`src/rtl/prog_updown_counter.sv`:
```
`default_nettype none
// +----------------------------------------------------------------------------+
// | prog_updown_counter: up/down counter with clock-enable prescaler, load,    |
// | programmable modulus and wrap/saturate mode.            Revision: 1.0      |
// +----------------------------------------------------------------------------+
module prog_updown_counter #(
  parameter int WIDTH     = 4,
  parameter int MAX_COUNT = 15,
  parameter int DIV       = 100000000
) (
  input  logic             clk,
  input  logic             rst,
  input  logic             en,
  input  logic             up_dn,
  input  logic             sat,
  input  logic             load,
  input  logic [WIDTH-1:0] load_val,
  output logic [WIDTH-1:0] count,
  output logic             tick,
  output logic             tc,
  output logic             slow_sq
);

  localparam int             PW       = $clog2(DIV + 1);
  localparam logic [PW-1:0]  PSC_LAST = PW'(DIV - 1);
  localparam logic [PW-1:0]  PSC_ONE  = PW'(1);
  localparam logic [WIDTH-1:0] MAX_C  = WIDTH'(MAX_COUNT);
  localparam logic [WIDTH-1:0] ONE_C  = WIDTH'(1);

  logic [PW-1:0]    r_psc;
  logic             w_psc_wrap;
  logic             w_at_bound;
  logic             w_slow_next;
  logic [WIDTH-1:0] w_load_clamped;
  logic [WIDTH-1:0] w_next_count;

  always_comb begin
    w_psc_wrap     = (r_psc == PSC_LAST);
    w_load_clamped = (load_val > MAX_C) ? MAX_C : load_val;
    w_at_bound     = up_dn ? (count == MAX_C) : (count == '0);
    w_next_count   = count;
    if (w_at_bound) begin
      if (!sat) w_next_count = up_dn ? '0 : MAX_C;
    end else begin
      w_next_count = up_dn ? (count + ONE_C) : (count - ONE_C);
    end
  end

  // A single-cycle period has no low phase, so the square wave is held high.
  generate
    if (DIV == 1) begin : g_slow_div1
      assign w_slow_next = 1'b1;
    end else begin : g_slow_divn
      localparam logic [PW-1:0] PSC_HALF = PW'(DIV / 2);
      assign w_slow_next = (r_psc < PSC_HALF);
    end
  endgenerate

  always_ff @(posedge clk) begin
    if (rst) begin
      count   <= '0;
      r_psc   <= '0;
      tick    <= 1'b0;
      tc      <= 1'b0;
      slow_sq <= 1'b1;
    end else begin
      slow_sq <= w_slow_next;
      if (load) begin
        // A tick pending in this cycle is dropped and the period restarts.
        count <= w_load_clamped;
        r_psc <= '0;
        tick  <= 1'b0;
        tc    <= 1'b0;
      end else begin
        if (en) r_psc <= w_psc_wrap ? '0 : (r_psc + PSC_ONE);
        tick <= en && w_psc_wrap;
        tc   <= tick && w_at_bound;
        if (tick) count <= w_next_count;
      end
    end
  end

endmodule
`default_nettype wire

```
`config.mk`:
```
export PLATFORM = sky130hd
export DESIGN_NAME = prog_updown_counter
export DESIGN_NICKNAME = d
export VERILOG_FILES = /design/src/rtl/prog_updown_counter.sv
export SDC_FILE = /design/constraint.sdc
export NUM_CORES = 1
export LEC_CHECK = 0
export ABC_CLOCK_PERIOD_IN_PS = 2610
export CELL_PAD_IN_SITES_DETAIL_PLACEMENT = 2
export CELL_PAD_IN_SITES_GLOBAL_PLACEMENT = 2
export CORE_MARGIN = 8
export CORE_UTILIZATION = 30
export DETAILED_ROUTE_END_ITERATION = 7
export GPL_ROUTABILITY_DRIVEN = 1
export MAX_ROUTING_LAYER = met4
export PLACE_DENSITY_LB_ADDON = 0.1
export SLEW_MARGIN = 10
export SYNTH_ARGS = -nofsm -noshare
export SYNTH_HDL_FRONTEND = slang
export SYNTH_SLANG_ARGS = --single-unit
```
`constraint.sdc`:
```
create_clock -name clk -period 2.61 [get_ports clk]
set_input_delay 0.522 -clock clk [delete_from_list [all_inputs] [get_ports clk]]
set_output_delay 0.522 -clock clk [all_outputs]
set_load 0.03 [all_outputs]
```
# Word-level counts from Yosys, hierarchy flattened
# Cells that the tools add are included.
word_totals:
  regBits: 34
  latchBits: 0
  ramBits: 0
  mem_bits_ro: 0
  input_bits: 10
  output_inout_bits: 7
  elab_cells: 28
  memories: 0
classes:
  n_addsub: 3
  mul: 0
  div_mod_pow: 0
  magnitude_cmp: 2
  n_eq_ne: 3
  n_shift: 0
  muxes: 9
  n_bitwise: 0
  n_reduce_logical: 6
ops:
  columns: ["op", "count"]
  rows:
  - ["two-way mux 4 bit", 7]
  - ["adder 27 x 1 -> 27 bit (second input constant)", 1]
  - ["equality test 27 bit (second input constant)", 1]
  - ["less-than comparator 27 x 26 -> 1 bit (second input constant)", 1]
  - ["two-way mux 27 bit", 1]
  - ["adder 4 x 1 -> 4 bit (second input constant)", 1]
  - ["equality test 4 bit (second input constant)", 1]
  - ["greater-than comparator 4 bit (second input constant)", 1]
  - ["zero test 4 bit", 1]
  - ["subtractor 4 x 1 -> 4 bit (second input constant)", 1]
  - ["inequality test 3 bit (second input constant)", 1]
  - ["logical AND 1 bit", 2]
  - ["AND reduction 2 bit", 1]
  - ["nonzero test 2 bit", 1]
  - ["OR reduction 2 bit", 1]
  - ["two-way mux 1 bit", 1]

# Longest topological paths before layout
# Gate-level depths: netlist (run 1).
depth:
  ltp_word: 5
  ltp_mapped: 7
  depth_no_buf: 7

# Worst setup path after synthesis (run 1)
# No wires, ideal clock.
synth_path:
  kind: "flip-flop to flip-flop"
  start: "reg r_psc[9]"
  end: "reg r_psc[24]"
  setup_ps: 115
  arrival_ps: 1658
  t_required_ps: 2495
  slack_ps: 837
  stages_incl_launch_ff: 7
  path_buffers: 1
  period_less_slack_ps: 1773
  cell_sequence: "dfxtp_1 or4_4 nor3_2 nand3_2 o21ai_4 buf_6 nor2_1"
synth_between:
  elab_chain_len: 2
  elab_cells_between_ends: 3
  classes_between: "add/sub: 1; eq/ne: 1; mux: 1"
synth_rtl:
  columns: ["item", "line_no", "source"]
  rows:
  - ["start: declaration", "30", "logic [PW-1:0] r_psc;"]
  - ["start signal: assignment", "75", "if (en) r_psc <= w_psc_wrap ? '0 : (r_psc + PSC_ONE);"]
  - ["adder 27 x 1 -> 27 bit or equality test 27 bit (tied branches)", "75, 38", null]
  - ["two-way mux 27 bit (*)", "75", null]
# Mark *: on every way between the ends. The rest lies on a longest branch, timed or not.
# A chain may end at the register's enable or synchronous reset.

# Worst setup path after layout (run 1)
layout_path:
  start: "in up_dn"
  end: "reg count[2]"
layout_between:
  elab_chain_len: 5
  elab_cells_between_ends: 9
  classes_between: "eq/ne: 1; mux: 7; reduce/logical: 1"
layout_rtl:
  columns: ["item", "line_no", "source"]
  rows:
  - ["start: declaration", "14", "input logic up_dn,"]
  - ["two-way mux 4 bit (2 in series)", "43", "if (!sat) w_next_count = up_dn ? '0 : MAX_C;"]
  - ["two-way mux 4 bit", "42", "if (w_at_bound) begin"]
  - ["two-way mux 4 bit", "78", "if (tick) count <= w_next_count;"]
  - ["two-way mux 4 bit", "68", "if (load) begin"]
  - ["end signal: assignment", "70", "count <= w_load_clamped;"]
  - ["end signal: assignment", "78", null]
  - ["end: declaration", "18", "output logic [WIDTH-1:0] count,"]
# Several ways; a longest one is shown, not always the timed one. The select of a mux whose other input is x is not followed.

==> key figures, run 1 <==
Clock tree
  – Clock slew at reported path FFs: around 0.080 ns
  – Clk sinks: 34
  – # hold bufs at CTS: 0
  – Root Buffer: clkbuf_8
  – CTS Buf Count: 5
  – Postcts setup bufs: 0
  – Clk_lat worst skew: about 0.29 ns
  – CTS Buffer Depth: 2
  – Post_cts resized: 0
  – TritonCTS clock tree: yes
  – H-tree levels: 2

Placement
  – Cell total after placement: about 300
  – Place WS: roughly 0.058 ns
  – Dpl hpwl: slightly above 4000 um
  – Number of port buffers: 16
  – Final Wtd Congestion: 0.834

Power and ir drop
  – Clock network power share: 0.399
  – Max IR drop VDD: about 300 uV
  – Flop pwr share: 0.508
  – Switching Share: 0.253
  – Pwr dens: about 480 nW/um^2
  – LEAKAGE: slightly below 0.8 nW
  – Internal power: a little under 800 uW
  – Logic pwr share: 0.093
  – NetSw: ~260 uW

STA
  – Min cycle time layout: about 2.3 ns
  – PnR worst setup slack: between 0.3 and 0.4 ns
  – Hold Fails Final Rpt: 0
  – Period utilisation layout: 0.868
  – Final Slew Violations: 0
  – RSZ-0062 raised after global routing: false
  – Max Clock Freq: about 440 MHz
  – Final setup TNS: 0 ns
  – Hold_ws: between 0.5 and 0.6 ns
  – Worst-Margin Slew: around 0.43 ns
  – Max_slew headroom: 0.708
  – Fin Clk Skew: just over 0.009 ns
  – Setup violations, final: 0

Setup path
  – Nature of the critical path endpoint: flop
  – Worst Path Class, Setup: in -> reg
  – Max FO, Critical Path: 4
  – Reg-to-reg slack, setup: between 0.5 and 0.6 ns
  – Critical Path AT: 2.42 ns
  – Startpoint Class: primary input
  – WP data required: 2.77 ns

Logic synthesis
  – Synthesized instance count: 207
  – Most used DFF post-synth: dfxtp_1
  – Cell variety after synth: 48
  – Synth Register Bits: 34
  – Yosys top cell area share: 0.383
  – Synth top cells by count: dfxtp_1 (34), nor2_1 (25), nand2_1 (20)
  – Top-count cell post-synth: dfxtp_1
  – Seq/Total Area, Yosys: 0.383
  – Ys Warns: 0
  – Syn Area/Cell: around 8.6 um^2
  – Cell taking the most area after synthesis: dfxtp_1
  – Async SR Flop Fraction: 0
  – Synth area leaders: dfxtp_1 (38%), xor2_1 (6.4%), nor2_1 (5.3%)
  – EDFF count, synth: 0
  – Syn Nets: about 220
  – Cell Area, Synth: 1780 um^2

Final layout
  – Non-Filler Instances: 311
  – Ant diodes: 0
  – FF/Latch Area: between 600 and 700 um^2
  – Fraction of layout cells with a size suffix above 1: 0.110
  – Area Overhead vs Synth: 21.7%
  – Fillcell total: ~700
  – Multi-input gate area: 1030 um^2
  – Nets: ~250

Drt
  – Routed wire length: ~5200 um
  – Drc violations: 0
  – Drt pass-1 iters: 4
  – Antenna viol nets, final: 0
  – Number of vias per cell: between 5 and 6
  – DR WL/cell: 16.8 um
  – Vias: between 1500 and 2000
  – DRT iter0 DRCs: 19

Floorplanning
  – Chip height: 93.0 um
  – Full die area: just under 9000 um^2
  – Die W: 93.0 um
  – I/O pin cnt: 17
  – Row count: 28
  – Starting Density: 0.306
  – Core area: about 5800 um^2

Global routing
  – Largest net degree at the start of global routing: 14
  – Initial antenna violation count: 0
  – First-pass GRT wire length: around 9000 um
  – Grt ovf: 0
  – Vias in the first global route: approximately 1800
  – GRT Overall Usage: 0.135

Run
  – Max Cap Viol: 0

Outcome
  – Run status: completed

Hold path
  – Worst hold path class: reg -> reg
==> path summary, 6_finish.rpt <==
path	start	to	depth (start not counted)
worst min register to register	r_psc[21]	r_psc[21]	2
worst max-delay path	up_dn	count[2]	7
worst max register to register	r_psc[8]	r_psc[26]	5
worst min-delay path	r_psc[21]	r_psc[21]	2
==> stage by stage <==
stage,total power [mW],utilization,area [um^2]
floorplan,0.596,-,1780
global placement,0.638,0.356,2070
detailed placement,0.643,0.356,2070
CTS,1.07,0.372,2160
global route,1.10,0.372,2160
finish,1.05,0.372,2160
==> worst max-delay path: stages <==
cell             delay, ns
clkdlybuf4s50_1       0.55
inv_1                 0.12
fa_1                  0.44
xor2_1                0.14
mux2i_1               0.09
and3_1                0.19
a2111oi_0             0.37
==> final cells by class <==
cell class / count / area share
Tap cell: 75 / 0.0434
Clock buffer: 6 / 0.0382
Clock inverter: 2 / 0.00578
Sequential cell: 34 / 0.314
Inverter: 9 / 0.0156
Timing Repair Buffer: 26 / 0.109
Multi-Input combinational cell: 159 / 0.474
==> power groups by stage <==
stage | Clock [mW] | Combinational, mW | Sequential (mW)
floorplan | 0 | 0.0449 | 0.551
global placement | 0 | 0.0946 | 0.544
detailed placement | 0 | 0.0984 | 0.545
CTS | 0.437 | 0.0992 | 0.533
global route | 0.461 | 0.107 | 0.534
finish | 0.418 | 0.0975 | 0.533
==> cell families (layout without fill, tap and decap cells) <==
logic type | count (synthesis) | in the layout | synth area share
multiplexers | 3 | 3 | 0.0169
AO/OA/AOI/OAI | 33 | 33 | 0.125
AND/OR/NAND/NOR | 99 | 99 | 0.304
XOR/XNOR | 20 | 20 | 0.0985
adder cells (fa/ha/maj) | 4 | 4 | 0.0324
buffers and inverters | 14 | 43 | 0.0401
flip-flops | 34 | 34 | 0.383
==> per-layer routing <==
layer / vias up / wire length, um / global-route usage
li1: 794 / - / -
met1: 799 / 2370 / 0.148
met2: 21 / 2540 / 0.227
met3: 13 / 185 / 0.0337
met4: 0 / 136 / 0.0631
met5: - / 0 / -
==> placed cells by master, fill, tap and decap left out, drive strengths merged, types with 2 or more instances in the layout <==
master	Yosys	final
clkdlybuf4s50	0	16
mux2i	3	3
nand2	20	20
nor4	4	4
nand4	13	13
clkbuf	3	6
nand2b	2	2
o21a	2	2
or3	7	7
nor2	25	25
buf	2	10
nand3	8	8
inv	9	9
a31oi	5	5
dfxtp	34	34
o21ai	5	5
xnor2	7	7
or4	2	2
nor3	7	7
ha	3	3
xor2	13	13
a21oi	11	11
and3	5	5
==> flip-flops by register name, summed over array words and instances, names as in the netlist <==
signal / cells
tc: 1
count: 4
r_psc: 27
slow_sq: 1
tick: 1
Note: power is estimated with default switching activity, not from simulation.
==> inputs of run 2 (changes only) <==
Settings changed: ABC_CLOCK_PERIOD_IN_PS 2610 to default, HOLD_SLACK_MARGIN from default to 0.06.
==> results of run 2 <==
The final DEF is identical to that of run 1; final timing and power are the same.
